**src/rtl/pipe_defs.sv**
```systemverilog
// rtl/pipe_defs.sv - shared pipeline definitions: control packing, ALUOp codes, register index width
package pipe_defs;

  localparam int CTRL_W = 9;
  localparam int REG_AW = 5;

  // Bit positions in the packed control word {RegWrite,MemtoReg,MemRead,MemWrite,ALUSrc,ALUOp[1:0],RegDst,Branch}
  localparam int CTRL_REGWRITE = 8;
  localparam int CTRL_MEMTOREG = 7;
  localparam int CTRL_MEMREAD  = 6;
  localparam int CTRL_MEMWRITE = 5;
  localparam int CTRL_ALUSRC   = 4;
  localparam int CTRL_ALUOP_HI = 3;
  localparam int CTRL_ALUOP_LO = 2;
  localparam int CTRL_REGDST   = 1;
  localparam int CTRL_BRANCH   = 0;

  typedef enum logic [1:0] {
    ALUOP_ADD   = 2'b00,
    ALUOP_SUB   = 2'b01,
    ALUOP_RTYPE = 2'b10
  } aluop_e;

  localparam logic [REG_AW-1:0] ZERO_REG = '0;

endpackage

```
**src/rtl/load_use_detect.sv**
```systemverilog
// rtl/load_use_detect.sv - combinational load-use hazard term between ID and the load sitting in EX
module load_use_detect #(
  parameter int REG_AW = 5
) (
  input  logic              ex_mem_read_i,
  input  logic [REG_AW-1:0] ex_rt_i,
  input  logic [REG_AW-1:0] id_rs_i,
  input  logic [REG_AW-1:0] id_rt_i,
  input  logic              id_uses_rs_i,
  input  logic              id_uses_rt_i,
  output logic              hazard_o
);

  logic rs_match;
  logic rt_match;

  assign rs_match = id_uses_rs_i & (id_rs_i == ex_rt_i);
  assign rt_match = id_uses_rt_i & (id_rt_i == ex_rt_i);

  // A load into $0 never produces a value worth waiting for
  assign hazard_o = ex_mem_read_i & (ex_rt_i != '0) & (rs_match | rt_match);

endmodule

```
**src/rtl/id_ex_stage.sv**
```systemverilog
// rtl/id_ex_stage.sv - ID/EX pipeline register with load-use stall; optional bubble counter under ID_EX_BUBBLE_CNT_EN
module id_ex_stage #(
  parameter int DATA_W = 32,
  parameter int REG_AW = 5
) (
  input  logic                        clk_i,
  input  logic                        rst_i,
  input  logic                        stall_i,
  input  logic                        flush_i,
  input  logic [pipe_defs::CTRL_W-1:0] ctrl_i,
  input  logic [DATA_W-1:0]           rs_data_i,
  input  logic [DATA_W-1:0]           rt_data_i,
  input  logic [DATA_W-1:0]           imm_i,
  input  logic [REG_AW-1:0]           rs_i,
  input  logic [REG_AW-1:0]           rt_i,
  input  logic [REG_AW-1:0]           rd_i,
  input  logic                        uses_rs_i,
  input  logic                        uses_rt_i,
  output logic [pipe_defs::CTRL_W-1:0] ctrl_o,
  output logic [DATA_W-1:0]           rs_data_o,
  output logic [DATA_W-1:0]           rt_data_o,
  output logic [DATA_W-1:0]           imm_o,
  output logic [REG_AW-1:0]           rs_o,
  output logic [REG_AW-1:0]           rt_o,
  output logic [REG_AW-1:0]           rd_o,
  output logic                        hazard_o
`ifdef ID_EX_BUBBLE_CNT_EN
  ,
  output logic [31:0]                 bubble_cnt_o
`endif
);

  import pipe_defs::*;

  logic [CTRL_W-1:0] ctrl_q, ctrl_d;
  logic [DATA_W-1:0] rs_data_q, rs_data_d;
  logic [DATA_W-1:0] rt_data_q, rt_data_d;
  logic [DATA_W-1:0] imm_q, imm_d;
  logic [REG_AW-1:0] rs_q, rs_d;
  logic [REG_AW-1:0] rt_q, rt_d;
  logic [REG_AW-1:0] rd_q, rd_d;
  logic              raw_hazard;
  logic              bubble_load;

  load_use_detect #(
    .REG_AW (REG_AW)
  ) u_load_use_detect (
    .ex_mem_read_i (ctrl_q[CTRL_MEMREAD]),
    .ex_rt_i       (rt_q),
    .id_rs_i       (rs_i),
    .id_rt_i       (rt_i),
    .id_uses_rs_i  (uses_rs_i),
    .id_uses_rt_i  (uses_rt_i),
    .hazard_o      (raw_hazard)
  );

  // A flush already discards the ID instruction, so there is nothing to stall for
  assign hazard_o    = raw_hazard & ~flush_i;
  assign bubble_load = ~stall_i & (flush_i | raw_hazard);

  always_comb begin
    ctrl_d    = ctrl_q;
    rs_data_d = rs_data_q;
    rt_data_d = rt_data_q;
    imm_d     = imm_q;
    rs_d      = rs_q;
    rt_d      = rt_q;
    rd_d      = rd_q;
    if (stall_i) begin
      ctrl_d = ctrl_q;
    end else if (flush_i) begin
      ctrl_d    = '0;
      rs_data_d = '0;
      rt_data_d = '0;
      imm_d     = '0;
      rs_d      = '0;
      rt_d      = '0;
      rd_d      = '0;
    end else begin
      // On a hazard the operands still load; only the zeroed control makes it a bubble
      ctrl_d    = raw_hazard ? '0 : ctrl_i;
      rs_data_d = rs_data_i;
      rt_data_d = rt_data_i;
      imm_d     = imm_i;
      rs_d      = rs_i;
      rt_d      = rt_i;
      rd_d      = rd_i;
    end
  end

  always_ff @(posedge clk_i or negedge rst_i) begin
    if (!rst_i) begin
      ctrl_q    <= '0;
      rs_data_q <= '0;
      rt_data_q <= '0;
      imm_q     <= '0;
      rs_q      <= '0;
      rt_q      <= '0;
      rd_q      <= '0;
    end else begin
      ctrl_q    <= ctrl_d;
      rs_data_q <= rs_data_d;
      rt_data_q <= rt_data_d;
      imm_q     <= imm_d;
      rs_q      <= rs_d;
      rt_q      <= rt_d;
      rd_q      <= rd_d;
    end
  end

  assign ctrl_o    = ctrl_q;
  assign rs_data_o = rs_data_q;
  assign rt_data_o = rt_data_q;
  assign imm_o     = imm_q;
  assign rs_o      = rs_q;
  assign rt_o      = rt_q;
  assign rd_o      = rd_q;

`ifdef ID_EX_BUBBLE_CNT_EN
  logic [31:0] bubble_cnt_q, bubble_cnt_d;

  assign bubble_cnt_d = bubble_load ? bubble_cnt_q + 32'd1 : bubble_cnt_q;

  always_ff @(posedge clk_i or negedge rst_i) begin
    if (!rst_i) begin
      bubble_cnt_q <= '0;
    end else begin
      bubble_cnt_q <= bubble_cnt_d;
    end
  end

  assign bubble_cnt_o = bubble_cnt_q;
`else
  logic unused_bubble;
  assign unused_bubble = bubble_load;
`endif

endmodule
```
**config.mk**
```make
export PLATFORM = sky130hd
export DESIGN_NAME = id_ex_stage
export DESIGN_NICKNAME = d
export VERILOG_FILES = /design/src/rtl/pipe_defs.sv /design/src/rtl/load_use_detect.sv /design/src/rtl/id_ex_stage.sv
export SDC_FILE = /design/constraint.sdc
export NUM_CORES = 1
export LEC_CHECK = 0
export ABC_CLOCK_PERIOD_IN_PS = 1500
export CAP_MARGIN = 20
export CELL_PAD_IN_SITES_DETAIL_PLACEMENT = 0
export CELL_PAD_IN_SITES_GLOBAL_PLACEMENT = 1
export CORE_MARGIN = 5
export CORE_UTILIZATION = 27
export DETAILED_ROUTE_END_ITERATION = 16
export PLACE_DENSITY = 0.78
export SLEW_MARGIN = 15
export SYNTH_ARGS = -nofsm -noshare
export SYNTH_HDL_FRONTEND = slang
export SYNTH_SLANG_ARGS = --single-unit
```
**constraint.sdc**
```tcl
create_clock -name clk_i -period 1.5 [get_ports clk_i]
set_input_delay 0.15 -clock clk_i [delete_from_list [all_inputs] [get_ports clk_i]]
set_output_delay 0.15 -clock clk_i [all_outputs]
set_load 0.1 [all_outputs]
```
==> results of run 1 <==
[registers in the layout, indices dropped and copies added, names as in the netlist]
signal / cells
rs_o: 5
rd_o: 5
rs_data_o: 32
rt_o: 5
imm_o: 32
ctrl_o: 9
rt_data_o: 32
[critical path, cell delays in order (launching register included)]
cell,delay [ps]
dfrtp_4,480
or4_4,550
o21ai_4,230
nor3b_4,80
buf_12,170
[final cells by class]
cell class	count	area share, %
tap	234	2.97
clock inverter	8	1.22
timing repair buffer	268	39.6
multi-input combinational	380	20.7
clock buffer	24	4.88
sequential	120	30.6
[metal layers]
metal  track usage, %  share of wire (%)  wire length, µm  up-vias
met1             18.6                 43             7020     2085
met5                0                  0                0        -
met4             5.13                1.8              298        0
met2             23.3                 47             7610      182
li1                 -                  -                -     2256
met3             6.12                8.5             1390       20
[stage by stage]
step	util, %	TNS [ps]
after floorplan	-	-3180
after global placement	49.0	-1900
after detailed placement	49.0	-2100
after CTS	52.5	-2030
after global routing	52.6	-2480
final	52.6	-1910
[synthesized netlist by cell type, drive strengths merged]
library cell	instances
clkbuf	24
o22ai	1
dfrtp	120
nand2	121
nand2b	111
or4	1
xnor2	10
nor2	1
a32oi	8
buf	16
or3b	1
nor3b	2
o21ai	121
a22oi	1
nand4	2
[timing repair]
action                                 in CTS  in global routing
setup buffers                               1                  0
endpoints found under the hold margin      55                  0
pin swaps                                   4                  5
hold buffers                                1                  0
resized for setup                           8                  3
setup endpoints to repair                  10                 10
[kinds of logic after synthesis]
group / count (synthesis)
XOR/XNOR: 10
AO/OA/AOI/OAI: 131
AND/OR/NAND/NOR: 239
flip-flops: 120
buffers and inverters: 40
[worst max path at each step]
stage             from  endpoint  slack [ps]  cells past startpoint
3_5_place_dp   rs_i[4]  hazard_o        -380                      6
2_1_floorplan  rt_o[4]  hazard_o        -730                      4
6_report       rt_o[1]  hazard_o        -560                      4
5_1_grt        rt_o[4]  hazard_o        -650                      5
3_3_place_gp   rs_i[4]  hazard_o        -380                      6
4_1_cts        rt_o[4]  hazard_o        -620                      5
[where the power goes]
part           switching [mW]  internal (mW)  total (mW)
clock network            1.45           2.74        4.18
registers               0.305           3.51        3.82
logic                    2.56           1.57        4.13
==> reports/metrics.cfg, run 1 <==
[clocking]
clkTransAtPathRegs_ps=50
numCtsBuffers=17
cts_root_buf=clkbuf_16
clk_path_buf_depth=2
cts_tree=built
cts.sinks=120
htreeDepth=4
insertion_delay_ps=410

[sta]
timing.hold.ws_ps=112
tightestPinTransition_ps=370
period_share_pct=138
max_freq_ghz=0.485
finalSetupViolCount=10
slew_headroom_pct=75.3
hold_viol_final=0
worst_clock_skew_ps=7.56
period_needed_ps=2060
rsz0062_at_grt=true
slew_viol_final=0
setup_slack_ps=-563

[grt]
antenna_found_initial=0
grt_pass1_wl_mm=25.8
grt_usage_pct=14.9
grt_pass1_vias=4661
grt_max_degree=81
grt_overflow=0

[drt]
initialDrtViolationCount=140
dr.pass1.iters=4
final_antenna_net_count=0
wl_per_cell_um=15.8
avgViaCountPerCell=4.39
drc=0
num_vias=4543
wirelength_mm=16.3

[yosys]
yosysTopAreaCell=dfrtp_1
syn_area_per_cell_um2=9.56
yosys.area_share.simple_pct=23.3
synth_top_family_by_area=simple AND/OR/NAND/NOR gates
netlist_area_mm2=0.00516
synthXorXnorAreaFrac_pct=1.70
ys.warnings.count=0
synthMuxAreaShare_pct=0
synth_compound_area_share_pct=13.6
synth-seq-cells=120
yosysSeqAreaShare_pct=58.2
yosys.cell_types.count=19
ys_top_cells_by_area=dfrtp_1, nand2b_1, o21ai_0
synth_top_area_share_pct=58.2
syn-num-nets=666
synth_cells=540
synthAdderAreaFrac_pct=0

[floorplan]
die-height_um=148
start_util_pct=27.5
coreArea_mm2=0.0188
dieArea_mm2=0.0220
die_w_um=148
pin_count=247
std_cell_rows=50

[critical_path]
r2r_setup_slack_ps=-190
path_class=reg -> out
end_kind=output port
reg2reg_from=rt_o[1]
worst_ep_required_time_ps=1350
r2r_cells=5
worstSetupStartpointType=flop
crit_fanout=4
cp.arrival_ps=1910
reg2reg_to=ctrl_o[2]

[power]
peakVddDrop_uv=719
power_density_mw_per_mm2=1230
power_mw=12.1
leakagePower_nw=4.17

[outcome]
failed_checks=negative setup slack
status=finished with violations

[placed_design]
port_buffers=246
place_area_mm2=0.00920
dp_cells=1000
hpwl_mm=11.9
gp_congestion=0.805
pre_cts_ws_ps=-378

[hold_path]
holdPathStages=3
hold_class=in -> reg
hp-start=stall_i
hold_end=imm_o[22]

[finish]
area_growth_pct=91.1
nets=913
multiInputGateArea_mm2=0.00205
drive_above_1_share_pct=23.5
final_cells=1034
seqCellArea_mm2=0.00302
fillers=1642
layout_commonest_cell=buf_12
final_cell_mix=buf_12, clkdlybuf4s50_1, nand2_1, dfrtp_1, o21ai_0
final_area_mm2=0.00986
diodes=0

[job]
max_cap_violations=0

(Power assumes the default switching activity.)
==> run 2, diff against run 1 <==
--- a/config.mk
+++ b/config.mk
@@ -7,7 +7,7 @@
 export LEC_CHECK = 0
 export ABC_CLOCK_PERIOD_IN_PS = 1500
 export CAP_MARGIN = 20
-export CELL_PAD_IN_SITES_DETAIL_PLACEMENT = 0
+export CELL_PAD_IN_SITES_DETAIL_PLACEMENT = 1
 export CELL_PAD_IN_SITES_GLOBAL_PLACEMENT = 1
 export CORE_MARGIN = 5
 export CORE_UTILIZATION = 27
==> run 2 against run 1 <==
  * The run still ends with negative setup slack left
  * Sequential power about the same
  * Register-to-register slack worse by 180 ps
  * Clock skew down 3.8 ps
  * First-iteration DRC count up 19%
  * Count of clock-buffer cells in the layout down 3
  * Critical endpoint unchanged
  * Routed wire length up 13%
  * Non-clock buffer count up 2
  * Design area up 1.2%
  * Cell count up 0.29%
  * Flip-flop and latch count unchanged
==> reports/metrics.cfg, run 2 (same netlist as run 1, synthesis figures left out) <==
[outcome]
status=finished with violations
failed_checks=negative setup slack

[finish]
fillers=1958
nets=915
area_growth_pct=93.5
drive_above_1_share_pct=24.7
final_cell_mix=buf_12, clkdlybuf4s50_1, nand2_1, dfrtp_1
layout_commonest_cell=buf_12

[grt]
grt_overflow=0
grtUsageMet3_pct=6.95
grt_pass1_wl_mm=29.1
gr-usage-met1_pct=19.3
grt_usage_pct=16.9
grt_pass1_vias=5179
antenna_found_initial=1
grt-busiest-layer=met2
use_met2_pct=28.7
grt_max_degree=81

[power]
p_sw_share_pct=35.1
peakVddDrop_uv=777
leakagePower_nw=4.22
power_frac_clock_pct=36.4
comb_power_share_pct=33.3
switching_power_mw=4.43
power_density_mw_per_mm2=1260
p_seq_share_pct=30.3
p_int_mw=8.19

[clocking]
cts.sinks=120
numCtsBuffers=17
clkTransAtPathRegs_ps=60
clk_path_buf_depth=2
cts_root_buf=clkbuf_16
htreeDepth=4
cts_tree=built
insertion_delay_ps=410

[floorplan]
dieArea_mm2=0.0220
std_cell_rows=50
start_util_pct=27.5
die-height_um=148
pin_count=247
die_w_um=148
coreArea_mm2=0.0188

[critical_path]
worstSetupStartpointType=flop
end_kind=output port
cpPeakStageDelay_ps=500
crit_slowest_cell=dfrtp_4
cp.arrival_ps=1960
path_cells=buf_4, xnor2_2, nand2_2, o22ai_4, nor3b_4, buf_12
crit_family=flip-flops
path_class=reg -> out
crit_fanout=3
worst-path-buf-inv=2
worst_ep_required_time_ps=1350

[drt]
num_vias=4691
avgViaCountPerCell=4.52
initialDrtViolationCount=166
dr.pass1.iters=4
wl_per_cell_um=17.8
drc=0
final_antenna_net_count=0
wirelength_mm=18.5

[placed_design]
hpwl_mm=13.5
gp_congestion=0.805
port_buffers=246

[sta]
rsz0062_at_grt=true
tightestPinTransition_ps=378
finalSetupViolCount=10
setup_slack_ps=-606
period_share_pct=140
worst_clock_skew_ps=3.73
period_needed_ps=2110
max_freq_ghz=0.475
final.setup.tns_ps=-3670
slew_headroom_pct=74.8
hold_viol_final=0
timing.hold.ws_ps=121
slew_viol_final=0

[hold_path]
hold_class=in -> reg

[job]
max_cap_violations=0

-- run 2: per-layer routing --
metal / part of all wire [%] / routed length [µm]
met5: 0 / 0
met4: 2.1 / 397
met3: 8.2 / 1510
met2: 50 / 9330
met1: 39 / 7270
-- run 2: metrics by stage --
step / cells / setup WS (ps) / total power [mW] / utilization [%] / instance area [µm²]
after floorplan: 540 / -730 / 6.09 / - / 5200
after global placement: 1000 / -380 / 7.99 / 49.0 / 9200
after detailed placement: 1000 / -393 / 8.05 / 49.0 / 9200
after CTS: 1036 / -614 / 12.8 / 53.1 / 9970
after global routing: 1037 / -678 / 13.1 / 53.2 / 9980
final: 1037 / -606 / 12.6 / 53.2 / 9980
-- run 2: path summary, 6_finish.rpt --
kind	cells after the start	from	slack (ps)	to
max reg2reg	7	rt_o[1]	-370	ctrl_o[6]
min reg2reg	2	rt_data_o[7]	550	rt_data_o[7]
min in group asynchronous	2	rst_i	210	imm_o[1]
min	3	stall_i	120	imm_o[22]
max in group asynchronous	3	rst_i	660	imm_o[14]
max	6	rt_o[1]	-610	hazard_o
-- run 2: power groups by stage --
stage | clock (mW) | combinational, mW | sequential, mW
after floorplan | 0 | 0.466 | 5.63
after global placement | 0 | 4.13 | 3.86
after detailed placement | 0 | 4.18 | 3.87
after CTS | 4.70 | 4.24 | 3.83
after global routing | 4.88 | 4.36 | 3.85
final | 4.59 | 4.20 | 3.82
-- run 2: repair_timing --
action                                 in CTS  in global routing
setup buffers                               3                  1
resized for setup                          20                  3
setup endpoints to repair                  10                 11
hold buffers                                1                  0
pin swaps                                   5                  5
endpoints found under the hold margin      33                  0
-- run 2: final cells by class --
| type | count | area (µm²) | share of cell area, % |
|---|---|---|---|
| timing repair buffer | 270 | 3930 | 39.3 |
| multi-input combinational | 380 | 2080 | 20.8 |
| clock inverter | 11 | 194 | 1.94 |
| sequential | 120 | 3020 | 30.3 |
| clock buffer | 21 | 470 | 4.71 |
| tap | 234 | 293 | 2.93 |
| antenna | 1 | 2.50 | 0.0251 |
-- run 2: worst reg2reg max path: cells and delay by family (launching register included) --
kind                   cells  cell delay (ps)
buffers and inverters      3              350
and+or+nand+nor            1              560
AOI/OAI and AO/OA          3              400
DFF                        1              500
